### src/rtl/bound_flasher_monitor.sv
// Receive-side checker for the 16-LED bound-flasher bus: decodes the lit level and tracks the 6-phase bounce.
// Build option BFLASH_MON_STICKY_ERR_EN makes the error state terminal until reset.
module bound_flasher_monitor #(
  parameter int WIDTH    = 16,
  parameter int PEAK0    = 16,
  parameter int TROUGH1  = 6,
  parameter int PEAK2    = 11,
  parameter int PEAK4    = 6,
  parameter int KICK_LVL = 6,
  parameter int CNT_W    = 8,
  localparam int LW      = $clog2(WIDTH + 1)
) (
  input  logic             clk,
  input  logic             reset,
  input  logic [WIDTH-1:0] LED,
  output logic [LW-1:0]    level,
  output logic [2:0]       phase,
  output logic             dir_up,
  output logic             busy,
  output logic             start_p,
  output logic             done_p,
  output logic             kick_p,
  output logic             err_p,
  output logic [2:0]       err_code,
  output logic             err_flag,
  output logic [CNT_W-1:0] seq_cnt,
  output logic [CNT_W-1:0] err_cnt
);

  typedef enum logic [1:0] {M_IDLE, M_UP, M_DOWN, M_ERR} mon_state_t;

  mon_state_t       state_q, state_d;
  logic             hold_q, hold_d;
  logic [2:0]       phase_d;
  logic             start_d, done_d, kick_d, seq_inc;
  logic [2:0]       err_sel;
  logic             err_new;

  logic [LW-1:0]    samp_level;
  logic [WIDTH-1:0] led_inc;
  logic             thermo;
  logic [LW:0]      samp_wide, level_wide;
  logic             step_up, step_dn, is_hold, big_jump;
  logic [LW-1:0]    peak_lvl, trough_lvl;
  logic             kick_ok;

  // level is also the previous sample's level, so every delta is taken against it
  always_comb begin
    samp_level = '0;
    for (int i = 0; i < WIDTH; i++)
      samp_level = samp_level + LW'(LED[i]);
  end

  assign led_inc    = LED + WIDTH'(1);
  assign thermo     = ((LED & led_inc) == '0);
  assign samp_wide  = {1'b0, samp_level};
  assign level_wide = {1'b0, level};
  assign step_up    = (samp_wide == level_wide + (LW+1)'(1));
  assign step_dn    = (level != '0) && (samp_wide == level_wide - (LW+1)'(1));
  assign is_hold    = (samp_level == level);
  assign big_jump   = !(step_up || step_dn || is_hold);

  always_comb begin
    peak_lvl   = '0;
    trough_lvl = '0;
    case (phase)
      3'd0:    peak_lvl   = LW'(PEAK0);
      3'd1:    trough_lvl = LW'(TROUGH1);
      3'd2:    peak_lvl   = LW'(PEAK2);
      3'd4:    peak_lvl   = LW'(PEAK4);
      default: ;
    endcase
  end

  assign kick_ok = (phase == 3'd3) && (level == LW'(KICK_LVL));

  // Next state: errors are ranked so the lowest applicable code is selected
  always_comb begin
    state_d = state_q;
    phase_d = phase;
    hold_d  = hold_q;
    start_d = 1'b0;
    done_d  = 1'b0;
    kick_d  = 1'b0;
    seq_inc = 1'b0;
    err_sel = 3'd0;
    case (state_q)
      M_IDLE: begin
        if (!thermo)
          err_sel = 3'd1;
        else if (big_jump)
          err_sel = 3'd2;
        else if (samp_level == LW'(1)) begin
          state_d = M_UP;
          phase_d = 3'd0;
          hold_d  = 1'b0;
          start_d = 1'b1;
        end else if (samp_level != '0)
          err_sel = 3'd6;
      end
      M_UP: begin
        if (!thermo)
          err_sel = 3'd1;
        else if (big_jump)
          err_sel = 3'd2;
        else if (is_hold) begin
          if (hold_q || (level != peak_lvl))
            err_sel = 3'd3;
          else
            hold_d = 1'b1;
        end else if (step_up)
          hold_d = 1'b0;
        else if (level != peak_lvl)
          err_sel = 3'd4;
        else begin
          state_d = M_DOWN;
          phase_d = phase + 3'd1;
          hold_d  = 1'b0;
        end
      end
      M_DOWN: begin
        if (!thermo)
          err_sel = 3'd1;
        else if (big_jump)
          err_sel = 3'd2;
        else if (is_hold) begin
          if (hold_q || !((level == trough_lvl) || kick_ok))
            err_sel = 3'd3;
          else
            hold_d = 1'b1;
        end else if (step_dn) begin
          hold_d = 1'b0;
          if ((phase == 3'd5) && (samp_level == '0)) begin
            state_d = M_IDLE;
            phase_d = 3'd0;
            done_d  = 1'b1;
            seq_inc = 1'b1;
          end
        end else if (level == trough_lvl) begin
          state_d = M_UP;
          phase_d = phase + 3'd1;
          hold_d  = 1'b0;
        end else if (kick_ok) begin
          state_d = M_UP;
          phase_d = 3'd2;
          hold_d  = 1'b0;
          kick_d  = 1'b1;
        end else
          err_sel = 3'd5;
      end
      M_ERR: begin
`ifdef BFLASH_MON_STICKY_ERR_EN
        state_d = M_ERR;
`else
        if (samp_level == '0)
          state_d = M_IDLE;
`endif
      end
      default: state_d = M_IDLE;
    endcase
    if (err_sel != 3'd0) begin
      state_d = M_ERR;
      phase_d = 3'd0;
      hold_d  = 1'b0;
    end
  end

  assign err_new = (err_sel != 3'd0);

  always_ff @(posedge clk) begin
    if (!reset) begin
      state_q  <= M_IDLE;
      hold_q   <= 1'b0;
      level    <= '0;
      phase    <= 3'd0;
      start_p  <= 1'b0;
      done_p   <= 1'b0;
      kick_p   <= 1'b0;
      err_p    <= 1'b0;
      err_code <= 3'd0;
      seq_cnt  <= '0;
      err_cnt  <= '0;
    end else begin
      state_q <= state_d;
      hold_q  <= hold_d;
      level   <= samp_level;
      phase   <= phase_d;
      start_p <= start_d;
      done_p  <= done_d;
      kick_p  <= kick_d;
      err_p   <= err_new;
      if (err_new)
        err_code <= err_sel;
      if (seq_inc && (seq_cnt != '1))
        seq_cnt <= seq_cnt + CNT_W'(1);
      if (err_new && (err_cnt != '1))
        err_cnt <= err_cnt + CNT_W'(1);
    end
  end

  assign busy     = (state_q == M_UP) || (state_q == M_DOWN);
  assign dir_up   = (state_q == M_UP);
  assign err_flag = (state_q == M_ERR);

endmodule
### config.mk
export PLATFORM = sky130hd
export DESIGN_NAME = bound_flasher_monitor
export DESIGN_NICKNAME = d
export VERILOG_FILES = /design/src/rtl/bound_flasher_monitor.sv
export SDC_FILE = /design/constraint.sdc
export NUM_CORES = 1
export LEC_CHECK = 0
export BUFFER_PORTS_ARGS = -buffer_cell sky130_fd_sc_hd__buf_4
export CAP_MARGIN = 25
export CELL_PAD_IN_SITES_DETAIL_PLACEMENT = 1
export CELL_PAD_IN_SITES_GLOBAL_PLACEMENT = 2
export CORE_UTILIZATION = 34
export DETAILED_ROUTE_END_ITERATION = 7
export PLACE_DENSITY = 0.79
export SLEW_MARGIN = 20
export SYNTH_ARGS = -nofsm -noshare
export SYNTH_HDL_FRONTEND = slang
export SYNTH_SLANG_ARGS = --single-unit
### constraint.sdc
create_clock -name clk -period 6.85 [get_ports clk]
set_input_delay 1.0275 -clock clk [delete_from_list [all_inputs] [get_ports clk]]
set_output_delay 1.0275 -clock clk [all_outputs]
set_load 0.01 [all_outputs]
==> metrics.md, run 1 <==
| Metric | Value |
|---|---|
| Total Power | `0.00154 W` |
| Layout cells sized above 1 | `0.212` |
| Area of the multi-input gates | `2140 um^2` |
| TNS Setup | `0 ns` |
| Area of the mapped netlist | `3100 um^2` |
| Net Sw Frac | `0.498` |
| Grt total ovfl | `0` |
| Net Switching | `0.000767 W` |
| Syn Inst Count | `370` |
| Rel. slew slack | `0.375` |
| Area contributors post-synth | `dfxtp_1 (22%), ha_1 (8.5%), fa_1 (6.5%)` |
| Clock sinks | `34` |
| Distinct cells, synth | `75` |
| Critical Path Start | `LED[5]` |
| Reg clk slew, reported paths | `0.08 ns` |
| Post-DRT Antenna Nets | `0` |
| Measured slew at the worst slew-check pin | `0.937 ns` |
| Fin crit period | `6.34 ns` |
| Antenna Cells | `0` |
| Drt initial violations | `77` |
| Final instance area | `3620 um^2` |
| Die height | `97.5 um` |
| Unrepaired setup endpoints after global routing | `false` |
| Placed Area | `3510 um^2` |
| CTS tree | `built` |
| Post-CTS setup buffer count | `0` |
| DR pass1 iterations | `4` |
| Vias in the first global route | `2961` |
| Pwr Density | `426 nW/um^2` |
| Internal Power | `0.000774 W` |
| Final hold vios | `0` |
| Clk buf depth | `2` |
| Mapped Nets | `419` |
| Crit. End Element | `flip-flop` |
| Reg2reg path depth | `11` |
| Leading area contributor after synthesis | `dfxtp_1` |
| Row cnt | `34` |
| Sequential area share after synthesis | `0.220` |
| Largest net degree at the start of global routing | `25` |
| FF+latch count, synth | `34` |
| Sequential cell area | `681 um^2` |
| Clock network fraction of total power | `0.126` |
| H-tree level count | `2` |
| Ys flop type | `dfxtp_1` |
| Max FO, Critical Path | `7` |
| Fin. max-slew vios | `0` |
| Area growth syn-to-layout | `16.7%` |
| First-pass GRT wire length | `14500 um` |
| Die width | `97.5 um` |
| Critical Path AT | `6.56 ns` |
| Startpoint types | `input pin` |
| Avg WL per Cell | `16.4 um` |
| RePlAce Congestion | `0.850` |
| Outcome | `finished clean` |
| Post_cts resized | `0` |
| Final Skew | `0.00472 ns` |
| VDD IR max | `0.000177 V` |
| Hold-fix buffers, CTS | `0` |
| Max-cap violations | `0` |
| Layout fillers | `1061` |
| Port Buffers | `51` |
| Nets | `464` |
| Via density | `5.43` |
| Avg Cell Area, Syn | `8.38 um^2` |
| Comb pwr share | `0.688` |
| Worst Setup EP | `phase[0]` |
| Post-Route WL | `8600 um` |
| Initial antenna violation count | `0` |
| Setup-failing EPs final | `0` |
| EDFF count, synth | `0` |
| Final hold slack | `0.493 ns` |
| # DRC | `0` |
| Top cell type's share of synthesized area | `0.220` |
| Yosys warns | `0` |
| Crit share post-route | `0.925` |
| Core box area | `8760 um^2` |
| Post-synth ARST share | `0` |
| Critical path class | `in -> reg` |
| Skew-Pair Late Insertion Delay | `0.29 ns` |
| CTS root buf | `clkbuf_8` |
| Initial Util | `0.354` |
| HPWL Detailed | `6850 um` |
| Lkg Pwr | `1.51 nW` |
| Worst reg2reg setup slack | `3.48 ns` |
| Sequential power share | `0.186` |
| Min-delay worst type | `reg -> reg` |
| Non-filler cells, final | `524` |
| Placed Cells | `516` |
| Reg2Reg Capture Point | `phase[0]` |
| Num CTS Buffers | `5` |
| All-layer global routing usage | `0.188` |
| Worst Hold Depth | `2` |
| Max frequency | `158 MHz` |
| Die footprint | `9510 um^2` |
| Io pins | `52` |
| Via Count | `2846` |
| CP Data Required Time | `7.08 ns` |
| Launch point of the worst reg-to-reg path | `level[0]` |
## flip-flops by register name, summed over array words and instances, names as in the netlist, 2 cells and up
| name | cells |
|---|---|
| err_cnt | 8 |
| seq_cnt | 8 |
| level | 5 |
| err_code | 3 |
| phase | 3 |
| state_q | 2 |
## worst max-delay path, cell delays in order
cell	delay [ns]
buf_4	0.10
inv_1	0.06
fa_1	0.54
inv_1	0.05
fa_1	0.45
fa_1	0.51
inv_1	0.05
fa_1	0.47
inv_1	0.04
ha_1	0.21
fa_1	0.53
a21o_1	0.25
a32oi_2	0.24
a21boi_2	0.19
o211ai_1	0.17
o211a_1	0.32
a222oi_1	0.35
nand3b_1	0.29
or4_1	0.54
a21boi_1	0.15
## power groups by stage
| stage | sequential [W] | clock (W) | combinational (W) |
|---|---|---|---|
| floorplan | 0.000264 | 0 | 0.000873 |
| global placement | 0.000290 | 0 | 0.00104 |
| detailed placement | 0.000292 | 0 | 0.00106 |
| CTS | 0.000287 | 0.000202 | 0.00107 |
| global route | 0.000295 | 0.000206 | 0.00118 |
| finish | 0.000286 | 0.000194 | 0.00106 |
## routing by layer
metal  vias up  global-route usage  part of all wire
met4         0              0.0441             0.010
met3         7              0.0187             0.030
met2        55               0.335              0.49
met1      1392               0.242              0.47
met5         -                   0                 0
li1       1392                   -                 -
## cell usage after synthesis (5+ instances only)
| cell type | instances |
|---|---|
| nand3_1 | 13 |
| ha_1 | 21 |
| nand4_1 | 9 |
| nor2_1 | 28 |
| a21oi_1 | 12 |
| or4_1 | 5 |
| fa_1 | 10 |
| nand2_1 | 27 |
| o21ai_0 | 18 |
| xnor2_1 | 8 |
| buf_6 | 6 |
| dfxtp_1 | 34 |
| xor2_1 | 10 |
| inv_1 | 43 |
| and3_1 | 6 |
| nor3_1 | 13 |
## worst min-delay path by stage
stage                       endpoint        from  slack [ns]
after floorplan               hold_q      hold_q        0.48
after global placement    err_cnt[5]  err_cnt[5]        0.47
after detailed placement  err_cnt[5]  err_cnt[5]        0.48
after CTS                 err_cnt[5]  err_cnt[5]        0.50
after global routing      err_cnt[5]  err_cnt[5]        0.55
final                     err_cnt[5]  err_cnt[5]        0.49
## per-stage QoR
step | util | setup WS, ns
3_3_place_gp | 0.400 | 0.419
4_1_cts | 0.413 | 0.512
3_5_place_dp | 0.400 | 0.215
5_1_grt | 0.413 | 0.186
2_1_floorplan | - | 0.802
6_report | 0.413 | 0.512
## cells in the final DEF (no fill, tap or decap), types with 8 or more instances in the layout
cell type   n
nand2_1    27
buf_4      52
nand4_1     9
o21ai_0    18
fa_1       10
nor2_1     28
ha_1       21
inv_1      43
nand3_1    13
dfxtp_1    34
nor3_1     13
a21oi_1    12
xnor2_1     8
xor2_1     10
## cell type report
type                    count  share of cell area
clock buffers               5              0.0190
clock inverters             3              0.0124
inverters                  43              0.0446
multi-input cells         279               0.591
flip-flops and latches     34               0.188
well taps                 108              0.0373
repair buffers             52               0.108
## cell families after synthesis
| logic type | after synthesis | synth area share |
|---|---|---|
| buffers and inverters | 57 | 0.0908 |
| multiplexers | 3 | 0.00969 |
| AND/OR/NAND/NOR | 146 | 0.267 |
| XOR/XNOR | 21 | 0.0722 |
| adder cells (fa/ha/maj) | 31 | 0.149 |
| flip-flops | 34 | 0.220 |
| AO/OA/AOI/OAI | 78 | 0.191 |
Note: power is estimated with default switching activity, not from simulation.
==> run 2: changes to the inputs <==
REMOVE_ABC_BUFFERS = 1   (was default)
==> run 2 against run 1 <==
Net effect: fmax is 0.78% higher; critical path type unchanged; sequential share of layout area is 0.12 points lower; largest power group unchanged; critical path depth stayed put; clock power is 19% higher; die area stayed put; register-to-register slack better by 0.04 ns; utilization is 0.27 points higher; combinational power hardly changed; clock skew is 0.0034 ns higher.
==> metrics.md, run 2 (synthesis gave the netlist of run 1 again) <==
| Metric | Value |
|---|---|
| Nets | `464 (unchanged)` |
| Fin crit period | `6.29 ns (was 6.34 ns)` |
| CTS root buf | `clkbuf_8 (unchanged)` |
| Most frequent cells in the layout | `buf_4 (52), inv_1 (43), dfxtp_1 (34) (unchanged)` |
| Worst Setup EP | `phase[2] (was phase[0])` |
| Die width | `97.5 um (unchanged)` |
| Clk buf depth | `2 (unchanged)` |
| Crit. End Element | `flip-flop (unchanged)` |
| Comb pwr share | `0.673 (was 0.688)` |
| DR pass1 iterations | `4 (unchanged)` |
| Rel. slew slack | `0.404 (was 0.375)` |
| Num CTS Buffers | `5 (unchanged)` |
| All-layer global routing usage | `0.188 (about the same)` |
| # DRC | `0 (unchanged)` |
| Die height | `97.5 um (unchanged)` |
| Top Registers | `err_cnt x8, seq_cnt x8, level x5 (unchanged)` |
| Reg2Reg Capture Point | `phase[2] (was phase[0])` |
| Net Switching | `0.000772 W (was 0.000767 W)` |
| Post-Route WL | `8670 um (was 8600 um)` |
| Worst reg2reg setup slack | `3.52 ns (was 3.48 ns)` |
| Skew-Pair Late Insertion Delay | `0.30 ns (was 0.29 ns)` |
| Clock network fraction of total power | `0.145 (was 0.126)` |
| Avg WL per Cell | `16.5 um (was 16.4 um)` |
| Critical path class | `in -> reg (unchanged)` |
| Outcome | `finished clean (unchanged)` |
| DR WL met3 | `258 um (was 257 um)` |
| Antenna Cells | `0 (unchanged)` |
| Final hold slack | `0.486 ns (was 0.493 ns)` |
| Port Buffers | `51 (unchanged)` |
| Reg2reg path depth | `11 (unchanged)` |
| VDD IR max | `0.000143 V (was 0.000177 V)` |
| Row cnt | `34 (unchanged)` |
| Post-CTS setup buffer count | `0 (unchanged)` |
| Post-DRT Antenna Nets | `0 (unchanged)` |
| Critical Path AT | `6.51 ns (was 6.56 ns)` |
| First-pass GRT wire length | `14600 um (was 14500 um)` |
| Clock sinks | `34 (unchanged)` |
| Grt total ovfl | `0 (unchanged)` |
| Crit share post-route | `0.918 (was 0.925)` |
| Core box area | `8760 um^2 (unchanged)` |
| Internal Power | `0.000812 W (was 0.000774 W)` |
| Via Count | `2860 (was 2846)` |
| Vias in the first global route | `2951 (was 2961)` |
| Met2 WL | `4150 um (was 4180 um)` |
| Final Skew | `0.00816 ns (was 0.00472 ns)` |
| Critical Path Start | `LED[5] (unchanged)` |
| Startpoint types | `input pin (unchanged)` |
| HPWL Detailed | `6860 um (was 6850 um)` |
| Unrepaired setup endpoints after global routing | `false (unchanged)` |
| Lkg Pwr | `1.53 nW (was 1.51 nW)` |
| H-tree level count | `2 (unchanged)` |
| Die footprint | `9510 um^2 (unchanged)` |
| Initial antenna violation count | `0 (unchanged)` |
| Reg clk slew, reported paths | `0.08 ns (about the same)` |
| CTS tree | `built (unchanged)` |
| Max frequency | `159 MHz (was 158 MHz)` |
| Fin. max-slew vios | `0 (unchanged)` |
| Hold-fix buffers, CTS | `0 (unchanged)` |
| Pwr Density | `435 nW/um^2 (was 426 nW/um^2)` |
| Sequential power share | `0.182 (was 0.186)` |
| Net Sw Frac | `0.487 (was 0.498)` |
| RePlAce Congestion | `0.831 (was 0.850)` |
| Top Metal Used | `met4 (unchanged)` |
| Via density | `5.46 (was 5.43)` |
| Layout cells sized above 1 | `0.212 (unchanged)` |
| Setup-failing EPs final | `0 (unchanged)` |
| Launch point of the worst reg-to-reg path | `level[1] (was level[0])` |
| Initial Util | `0.354 (unchanged)` |
| Final hold vios | `0 (unchanged)` |
| TNS Setup | `0 ns (unchanged)` |
| CP Data Required Time | `7.07 ns (was 7.08 ns)` |
| Area growth syn-to-layout | `17.5% (was 16.7%)` |
| Measured slew at the worst slew-check pin | `0.893 ns (was 0.937 ns)` |
| Post_cts resized | `0 (unchanged)` |
| Met1 wire length | `4190 um (was 4080 um)` |
| Largest net degree at the start of global routing | `25 (unchanged)` |
| Max FO, Critical Path | `7 (unchanged)` |
| Io pins | `52 (unchanged)` |
| Most common cell after layout, fill and taps aside | `buf_4 (unchanged)` |
| Max-cap violations | `0 (unchanged)` |
| Drt initial violations | `90 (was 77)` |
| Min-delay worst type | `reg -> reg (unchanged)` |
-- run 2: cell types whose count changed in the layout (fill, tap and decap cells not counted), sizes merged --
cell | previous run | this run
bufinv | 1 | 2
clkinv | 0 | 1
clkinvlp | 2 | 0
-- run 2: routing by layer --
layer / up-vias / global-route usage
met4: 0 / 0.0407
met5: - / 0
li1: 1402 / -
met3: 8 / 0.0245
met1: 1402 / 0.251
met2: 48 / 0.321
-- run 2: through the flow --
stage	std cells	setup slack (ns)	total power, W	utilization	instance area, um^2
floorplan	356	0.761	0.00107	-	2980
global placement	516	0.404	0.00134	0.400	3510
detailed placement	516	0.228	0.00135	0.400	3510
CTS	524	0.525	0.00160	0.416	3640
global route	524	0.181	0.00173	0.416	3640
finish	524	0.561	0.00158	0.416	3640
-- run 2: critical path, cell delays in order --
cell      delay [ns]
buf_4           0.11
inv_1           0.05
fa_1            0.53
inv_1           0.05
fa_1            0.46
fa_1            0.52
inv_1           0.05
fa_1            0.47
inv_1           0.04
ha_1            0.21
fa_1            0.53
a21o_1          0.24
a32oi_2         0.25
a21boi_2        0.20
o211ai_1        0.17
o211a_1         0.32
a222oi_1        0.29
nand3b_1        0.27
or4_1           0.56
a21boi_1        0.17
-- run 2: power groups by stage --
stage	Combinational, W	Clock [W]	Sequential [W]
2_1_floorplan	0.000782	0	0.000285
3_3_place_gp	0.00105	0	0.000292
3_5_place_dp	0.00106	0	0.000293
4_1_cts	0.00107	0.000236	0.000290
5_1_grt	0.00119	0.000243	0.000297
6_report	0.00107	0.000230	0.000289
-- run 2: final cells by class --
class                      instances  area [um^2]
clock buffer                       5         68.8
clock inverter                     3         68.8
fill                            1089         5120
inverter                          43          161
multi-input combinational        279         2140
sequential                        34          681
tap                              108          135
timing repair buffer              52          390
-- run 2: worst min path at each step --
| stage | startpoint | to | slack, ns | cells after the start |
|---|---|---|---|---|
| finish | err_cnt[5] | err_cnt[5] | 0.49 | 2 |
| global route | err_cnt[5] | err_cnt[5] | 0.53 | 2 |
| CTS | err_cnt[5] | err_cnt[5] | 0.49 | 2 |
| detailed placement | err_cnt[5] | err_cnt[5] | 0.48 | 2 |
| global placement | err_cnt[5] | err_cnt[5] | 0.47 | 2 |
| floorplan | hold_q | hold_q | 0.48 | 2 |
